**config.mk**
```make
export PLATFORM = sky130hd
export DESIGN_NAME = wb_stage
export DESIGN_NICKNAME = d
export VERILOG_FILES = /design/src/rtl/wb_stage.sv
export SDC_FILE = /design/constraint.sdc
export NUM_CORES = 1
export LEC_CHECK = 0
export ABC_CLOCK_PERIOD_IN_PS = 3300
export BUFFER_PORTS_ARGS = -buffer_cell sky130_fd_sc_hd__buf_2
export CAP_MARGIN = 20
export CORE_MARGIN = 3
export CORE_UTILIZATION = 40
export CTS_BUF_LIST = sky130_fd_sc_hd__clkbuf_16
export CTS_CLUSTER_DIAMETER = 150
export DETAILED_ROUTE_END_ITERATION = 16
export PLACE_DENSITY = 0.72
export SLEW_MARGIN = 0
export SYNTH_ARGS = -nofsm -noshare
export SYNTH_HDL_FRONTEND = slang
export SYNTH_SLANG_ARGS = --single-unit
```
**constraint.sdc**
```tcl
create_clock -name clk -period 3.3 [get_ports clk]
set_input_delay 0.33 -clock clk [delete_from_list [all_inputs] [get_ports clk]]
set_output_delay 0.33 -clock clk [all_outputs]
set_load 0.05 [all_outputs]
```
**src/rtl/wb_stage.sv**
```systemverilog
// Write-back stage: retires instructions from MEM, extracts load data and drives
// the regfile write port, difftest PC and retired-instruction counter.
module wb_stage #(
  parameter int XLEN   = 64,
  parameter int RIDX_W = 5
) (
  input  logic              clk,
  input  logic              rst,
  input  logic              mem_valid_i,
  output logic              mem_ready_o,
  input  logic [XLEN-1:0]   pc_i,
  input  logic [31:0]       instr_i,
  input  logic [XLEN-1:0]   alu_res_i,
  input  logic              wben_i,
  input  logic              is_load_i,
  input  logic [XLEN-1:0]   ld_data_i,
  input  logic              ld_valid_i,
  output logic [XLEN-1:0]   wb_data_o,
  output logic [RIDX_W-1:0] wb_rdid_o,
  output logic              wb_wren_o,
  output logic [XLEN-1:0]   pc_wb_o,
  output logic              commit_o,
  output logic              ld_pend_o,
  output logic [63:0]       instret_o
);

  typedef enum logic {IDLE, WAIT_LD} state_t;

  state_t            state, state_nx;
  logic [XLEN-1:0]   pc_q;
  logic [RIDX_W-1:0] rd_q;
  logic [2:0]        f3_q;
  logic [2:0]        off_q;
  logic              wben_q;

  logic              transfer;
  logic              latch;
  logic              commit_nx;
  logic [XLEN-1:0]   res_nx;
  logic [XLEN-1:0]   pc_nx;
  logic [RIDX_W-1:0] rd_nx;
  logic              wben_nx;

  logic unused_instr;
  assign unused_instr = ^{instr_i[31:15], instr_i[6:0]};

  // Bytes shifted in past the top of the doubleword read as zero.
  function automatic logic [63:0] ld_ext(
    input logic [2:0]  f3,
    input logic [2:0]  off,
    input logic [63:0] d
  );
    logic [63:0] sh;
    sh = d >> {off, 3'b000};
    case (f3)
      3'b000:  ld_ext = {{56{sh[7]}}, sh[7:0]};
      3'b001:  ld_ext = {{48{sh[15]}}, sh[15:0]};
      3'b010:  ld_ext = {{32{sh[31]}}, sh[31:0]};
      3'b011:  ld_ext = sh;
      3'b100:  ld_ext = {56'b0, sh[7:0]};
      3'b101:  ld_ext = {48'b0, sh[15:0]};
      3'b110:  ld_ext = {32'b0, sh[31:0]};
      default: ld_ext = 64'b0;
    endcase
  endfunction

  assign mem_ready_o = ~rst & (state == IDLE);
  assign transfer    = mem_valid_i & mem_ready_o;
  assign ld_pend_o   = (state == WAIT_LD);

  always_comb begin
    state_nx  = state;
    commit_nx = 1'b0;
    latch     = 1'b0;
    res_nx    = alu_res_i;
    pc_nx     = pc_i;
    rd_nx     = instr_i[7 +: RIDX_W];
    wben_nx   = wben_i;
    case (state)
      IDLE: begin
        if (transfer) begin
          if (!is_load_i) begin
            commit_nx = 1'b1;
          end else if (ld_valid_i) begin
            commit_nx = 1'b1;
            res_nx    = ld_ext(instr_i[14:12], alu_res_i[2:0], ld_data_i);
          end else begin
            latch    = 1'b1;
            state_nx = WAIT_LD;
          end
        end
      end
      WAIT_LD: begin
        pc_nx   = pc_q;
        rd_nx   = rd_q;
        wben_nx = wben_q;
        res_nx  = ld_ext(f3_q, off_q, ld_data_i);
        if (ld_valid_i) begin
          commit_nx = 1'b1;
          state_nx  = IDLE;
        end
      end
      default: state_nx = IDLE;
    endcase
  end

  always_ff @(posedge clk) begin
    if (rst) begin
      state <= IDLE;
    end else begin
      state <= state_nx;
    end
  end

  always_ff @(posedge clk) begin
    if (rst) begin
      pc_q   <= '0;
      rd_q   <= '0;
      f3_q   <= '0;
      off_q  <= '0;
      wben_q <= 1'b0;
    end else if (latch) begin
      pc_q   <= pc_i;
      rd_q   <= instr_i[7 +: RIDX_W];
      f3_q   <= instr_i[14:12];
      off_q  <= alu_res_i[2:0];
      wben_q <= wben_i;
    end
  end

  always_ff @(posedge clk) begin
    if (rst) begin
      wb_data_o <= '0;
      wb_rdid_o <= '0;
      wb_wren_o <= 1'b0;
      pc_wb_o   <= '0;
      commit_o  <= 1'b0;
      instret_o <= '0;
    end else begin
      commit_o  <= commit_nx;
      wb_wren_o <= commit_nx & wben_nx & (rd_nx != '0);
      if (commit_nx) begin
        wb_data_o <= res_nx;
        wb_rdid_o <= rd_nx;
        pc_wb_o   <= pc_nx;
        instret_o <= instret_o + 64'd1;
      end
    end
  end

endmodule

```
## After elaboration in Yosys (flattened, before gate mapping)

Cells that the tools add are included.

| operators by class | value |
|---|---|
| add/sub/neg operators | 1 |
| multipliers | 0 |
| div/mod/pow operators | 0 |
| order comparisons | 0 |
| eq/ne operators | 12 |
| shift-type cells | 2 |
| mux-type cells | 18 |
| bitwise operators | 6 |
| reduce and logical (&&, ||, !) cells | 3 |

Operators with widths:

| cell | number |
|---|---|
| one-hot mux 64 bit (7 select lines) | 2 |
| two-way mux 64 bit | 4 |
| one-hot mux 64 bit (2 select lines) | 1 |
| >> shifter 64 x 6 -> 64 bit | 2 |
| adder 64 x 1 -> 64 bit, second input constant | 1 |
| equality test 3 bit, second input constant | 6 |
| equality test 3 x 2 -> 1 bit, second input constant | 4 |
| two-way mux 1 bit | 8 |
| equality test 3 x 1 -> 1 bit, second input constant | 2 |
| zero test 3 bit | 2 |
| two-way mux 5 bit | 1 |
| nonzero test 5 bit | 1 |
| AND 1 bit | 4 |
| one-hot mux 1 bit (2 select lines) | 2 |
| NOT 1 bit | 2 |

| storage, ports and cells | value |
|---|---|
| bits in registers | 276 |
| latch bits | 0 |
| bits in writable memories | 0 |
| memory bits (read-only) | 0 |
| bits of input ports | 230 |
| output and inout port bits | 201 |
| memories | 0 |

## Longest topological paths before layout

| logic depth | value |
|---|---|
| depth in word-level cells | 7 |
| gate-level depth with buffers | 10 |
| gate-level depth less buffers | 6 |

## Least setup slack after synthesis

OpenSTA, ideal clock, no wires.

| path | value |
|---|---|
| path kind | flip-flop to flip-flop |
| from | register state (netlist: ld_pend_o) |
| to | register wb_data_o[29] |
| library setup time | 76 ps |
| arrival | 2,724 ps |
| slack | 500 ps |
| cell stages (with the launch flop) | 9 |
| buffers on the path | 3 |
| path through | dfxtp_1 -> clkbuf_1 -> clkbuf_1 -> nor2_1 -> nand3_1 -> a21oi_1 -> clkbuf_1 -> o21ai_0 -> o22ai_1 |

| between the ends | value |
|---|---|
| longest elaborated chain between the ends | 5 |
| elaborated cells on any way between the ends | 7 |
| classes of those cells | mux (4); bitwise (3) |

Ends and longest elaborated chain:

| element | line | RTL |
|---|---|---|
| from (decl) | 29 | `state_t state, state_nx;` |
| from (signal assigned) | 111 | `state <= state_nx;` |
| NOT 1 bit * | -- |  |
| AND 1 bit * | 67 | `assign mem_ready_o = ~rst & (state == IDLE);` |
| net mem_ready_o | 10 | `output logic mem_ready_o,` |
| AND 1 bit * | 68 | `assign transfer = mem_valid_i & mem_ready_o;` |
| two-way mux 64 bit or two-way mux 1 bit (tied branches) | 81 | `if (transfer) begin` |
| one-hot mux 64 bit (2 select lines) or one-hot mux 1 bit (2 select lines) (tied branches) | 79 | `case (state)` |
| to (signal assigned) | 143 | `wb_data_o <= res_nx;` |
| to (decl) | 18 | `output logic [XLEN-1:0] wb_data_o,` |

The timed path passes the listed nets; every way through them passes the cells marked *.
A chain may end at the register's enable or synchronous reset.

## Worst setup path after layout

| path | value |
|---|---|
| from | register state (netlist: ld_pend_o) |
| to | output ld_pend_o |

RTL lines:

| element | line | RTL |
|---|---|---|
| to (decl) | 23 | `output logic ld_pend_o,` |

No word-level cell between the ends.

==> results by group <==
Run status
  – Outcome: finished, final reports clean

Routing
  – Via count: 16,927
  – Routed length per instance: 21.38 um
  – ANT nets after route: 0
  – Iteration-0 DRC Markers: 1,519
  – Residual DRC count: 0
  – Drt pass-1 iters: 7
  – Routed vias/inst: 5.867
  – Drt total wl: 61,680 um

Place
  – Dpl ws: 331.1 ps
  – GP Congestion: 0.9870
  – IO buf count: 406
  – Hpwl dp: 45,080 um
  – Placed cell area: 18,350 um2

GRT
  – First-pass GRT wire length: 92,240 um
  – Grt total ovfl: 0
  – Pin count of the biggest net entering global routing: 150
  – Vias in the first global route: 15,633
  – GRT Total Usage: 27.78%
  – Initial antenna violation count: 6

Power and ir drop
  – Fraction of power spent switching nets: 31.50%
  – Reg power frac: 38.6%
  – Logic pwr share: 21.2%
  – Internal power: 6.393 mW
  – LEAKAGE: 7.731 nW
  – Clock Power Share: 40.1%
  – Peak supply drop: 0.3986 mV
  – Total power: 9.333 mW
  – Switching pwr: 2.940 mW
  – Pwr Density: 465.3 nW/um2

Clock tree
  – PostCTS Resize Cnt: 0
  – Bufs on Longest Clock Path: 3
  – Num CTS Buffers: 31
  – Clock transition at the registers of the reported paths: 60 ps
  – Sink Count: 276
  – H-tree Lvls: 1
  – CTS Root Cell: clkbuf_16
  – Clock latency on the worst-skew pair: 580 ps
  – CTS tree: yes

Setup path
  – CP Launch Type: flop
  – Crit path capture type: primary output
  – CP Class: flop to primary output
  – Maximum fanout along the worst path: 41
  – Worst endpoint data arrival time: 2680 ps
  – Critical Path RT: 2970 ps

Min path
  – HP Class: input pin to flop

Finish
  – Share of cells above drive strength 1: 25.96%
  – Most common cell after layout, fill and taps aside: buf_2
  – Final instance area: 20,060 um2
  – Synthesis-to-layout area growth: 26.62%
  – Final core occ: 51.54%
  – Final Net Count: 2,567
  – Most frequent cells in the layout: buf_2, nor2_1, dfxtp_1

Timing
  – Period utilization: 91.08%
  – RSZ-0062 raised after global routing: false
  – Final min period: 3006 ps
  – Setup tns final: 0 ps
  – Final worst slack: 294.3 ps
  – Clock Skews: 10.44 ps
  – Slew HR: 28.23%
  – Final setup viols: 0
  – Final Slew Violations: 0
  – Worst-Margin Slew: 1077 ps
  – Fmax: 332.7 MHz
  – Final hold vios: 0

Synthesis
  – Synth area leader: dfxtp_1
  – Post-synth net total: 2,180
  – Netlist cell types: 71
  – Post-synth EDFFs: 0
  – Post-synthesis instance total: 1,949
  – Synth Register Bits: 276
  – Top FF cell, synth: dfxtp_1
  – Seq/Total Area, Yosys: 34.88%
  – Mapped cell area: 15,840 um2
  – Syn avg cell area: 8.127 um2
  – Leading post-synthesis cells by cell area: dfxtp_1, mux2i_1, nor2_1
  – Ys async rst share: 0%
  – Yosys warns: 0
  – Synth top area share: 34.88%

Floorplan
  – Core area: 38,920 um2
  – Num rows: 72
  – Starting Density: 40.70%
  – Die Wd: 205 um
  – Die Area: 42,030 um2
  – IO Pins: 431
  – Die span in y: 205 um

Job
  – Max-cap violations: 0
per-stage QoR:
stage | hold WS [ps] | instances
floorplan | 408.5 | 1949
global placement | 440.8 | 2761
detailed placement | 446.3 | 2761
CTS | 0.07033 | 2879
global route | 4.542 | 2881
finish | 13.83 | 2885
area by class of cell:
class,count,area [um2]
Clock buffer,31,775.7
Multi-Input combinational cell,1485,9572
Timing Repair Buffer,518,3107
Clock inverter,27,317.8
Antenna cell,6,15.01
Fill cell,3716,18860
Inverter,24,90.09
Sequential cell,276,5532
Tap cell,518,648.1
metal layers:
metal	vias up	part of all wire (%)	global-route usage (%)
met4	4	4.6	11.50
met3	166	9.7	7.532
met5	-	0.044	0
met1	8037	40	36.06
met2	894	45	43.70
li1	7826	-	-
power groups by stage:
stage                     Sequential (mW)  Clock (mW)  Combinational (mW)
after floorplan                      4.15           0               0.784
after global placement               3.67           0                1.88
after detailed placement             3.68           0                1.89
after CTS                            3.60        3.80                1.96
after global routing                 3.62        3.94                2.10
final                                3.61        3.75                1.98
critical path: stages, from the launching register on:
cell	delay (ps)
dfxtp_4	510
buf_4	640
buf_4	540
buf_2	360
final timing paths:
kind,startpoint,end,slack (ps),depth (start not counted)
worst max-delay path,ld_pend_o$_SDFF_PP0_,ld_pend_o,290,3
worst max register to register,off_q[0]$_SDFFE_PP0P_,wb_data_o[37]$_SDFFE_PP0P_,380,8
worst min-delay path,pc_i[37],pc_q[37]$_SDFFE_PP0P_,10,3
worst min register to register,pc_q[63]$_SDFFE_PP0P_,pc_q[63]$_SDFFE_PP0P_,450,2
synth_stat cells, types with 13 or more instances:
library cell and n:
mux2i_1 147, nor2b_1 21, o21ai_0 77, a31oi_1 16, inv_1 24, xor2_1 19, clkbuf_1 121, o221ai_1 22
buf_1 16, nand2_1 219, mux2_2 49, a221oi_1 17, a211oi_1 106, nand2b_1 22, buf_2 18, or3_1 21
o22ai_1 14, nand3_1 45, nand4_1 32, and3_1 13, mux4_2 28, nor2_1 275, a311oi_1 25, dfxtp_1 276
nor3_1 54, and2_1 19, a21oi_1 123, xnor2_1 33
flip-flops by register name (all words and copies together), names as in the netlist:
register / cells
f3_q: 3
ld_pend_o: 1
commit_o: 1
wb_data_o: 64
wb_wren_o: 1
wben_q: 1
rd_q: 5
off_q: 3
pc_wb_o: 64
wb_rdid_o: 5
instret_o: 64
pc_q: 64
cell families (layout without fill, tap and decap cells):
logic type / count (synthesis) / in the layout / synth area share (%)
buf+inv: 188 / 600 / 4.842
fa+ha+maj: 1 / 1 / 0.07898
xor+xnor: 52 / 52 / 2.875
mux: 224 / 224 / 16.75
flops: 276 / 276 / 34.88
compound gates: 446 / 446 / 18.48
simple gates: 762 / 762 / 22.09
other cells: 0 / 6 / 0
what timing repair did:
action	in CTS	in global routing
hold buffers	60	0
setup buffers	0	0
setup endpoints to repair	0	0
hold endpoints to repair	60	0
No activity file was read; power rests on OpenSTA's default activity.
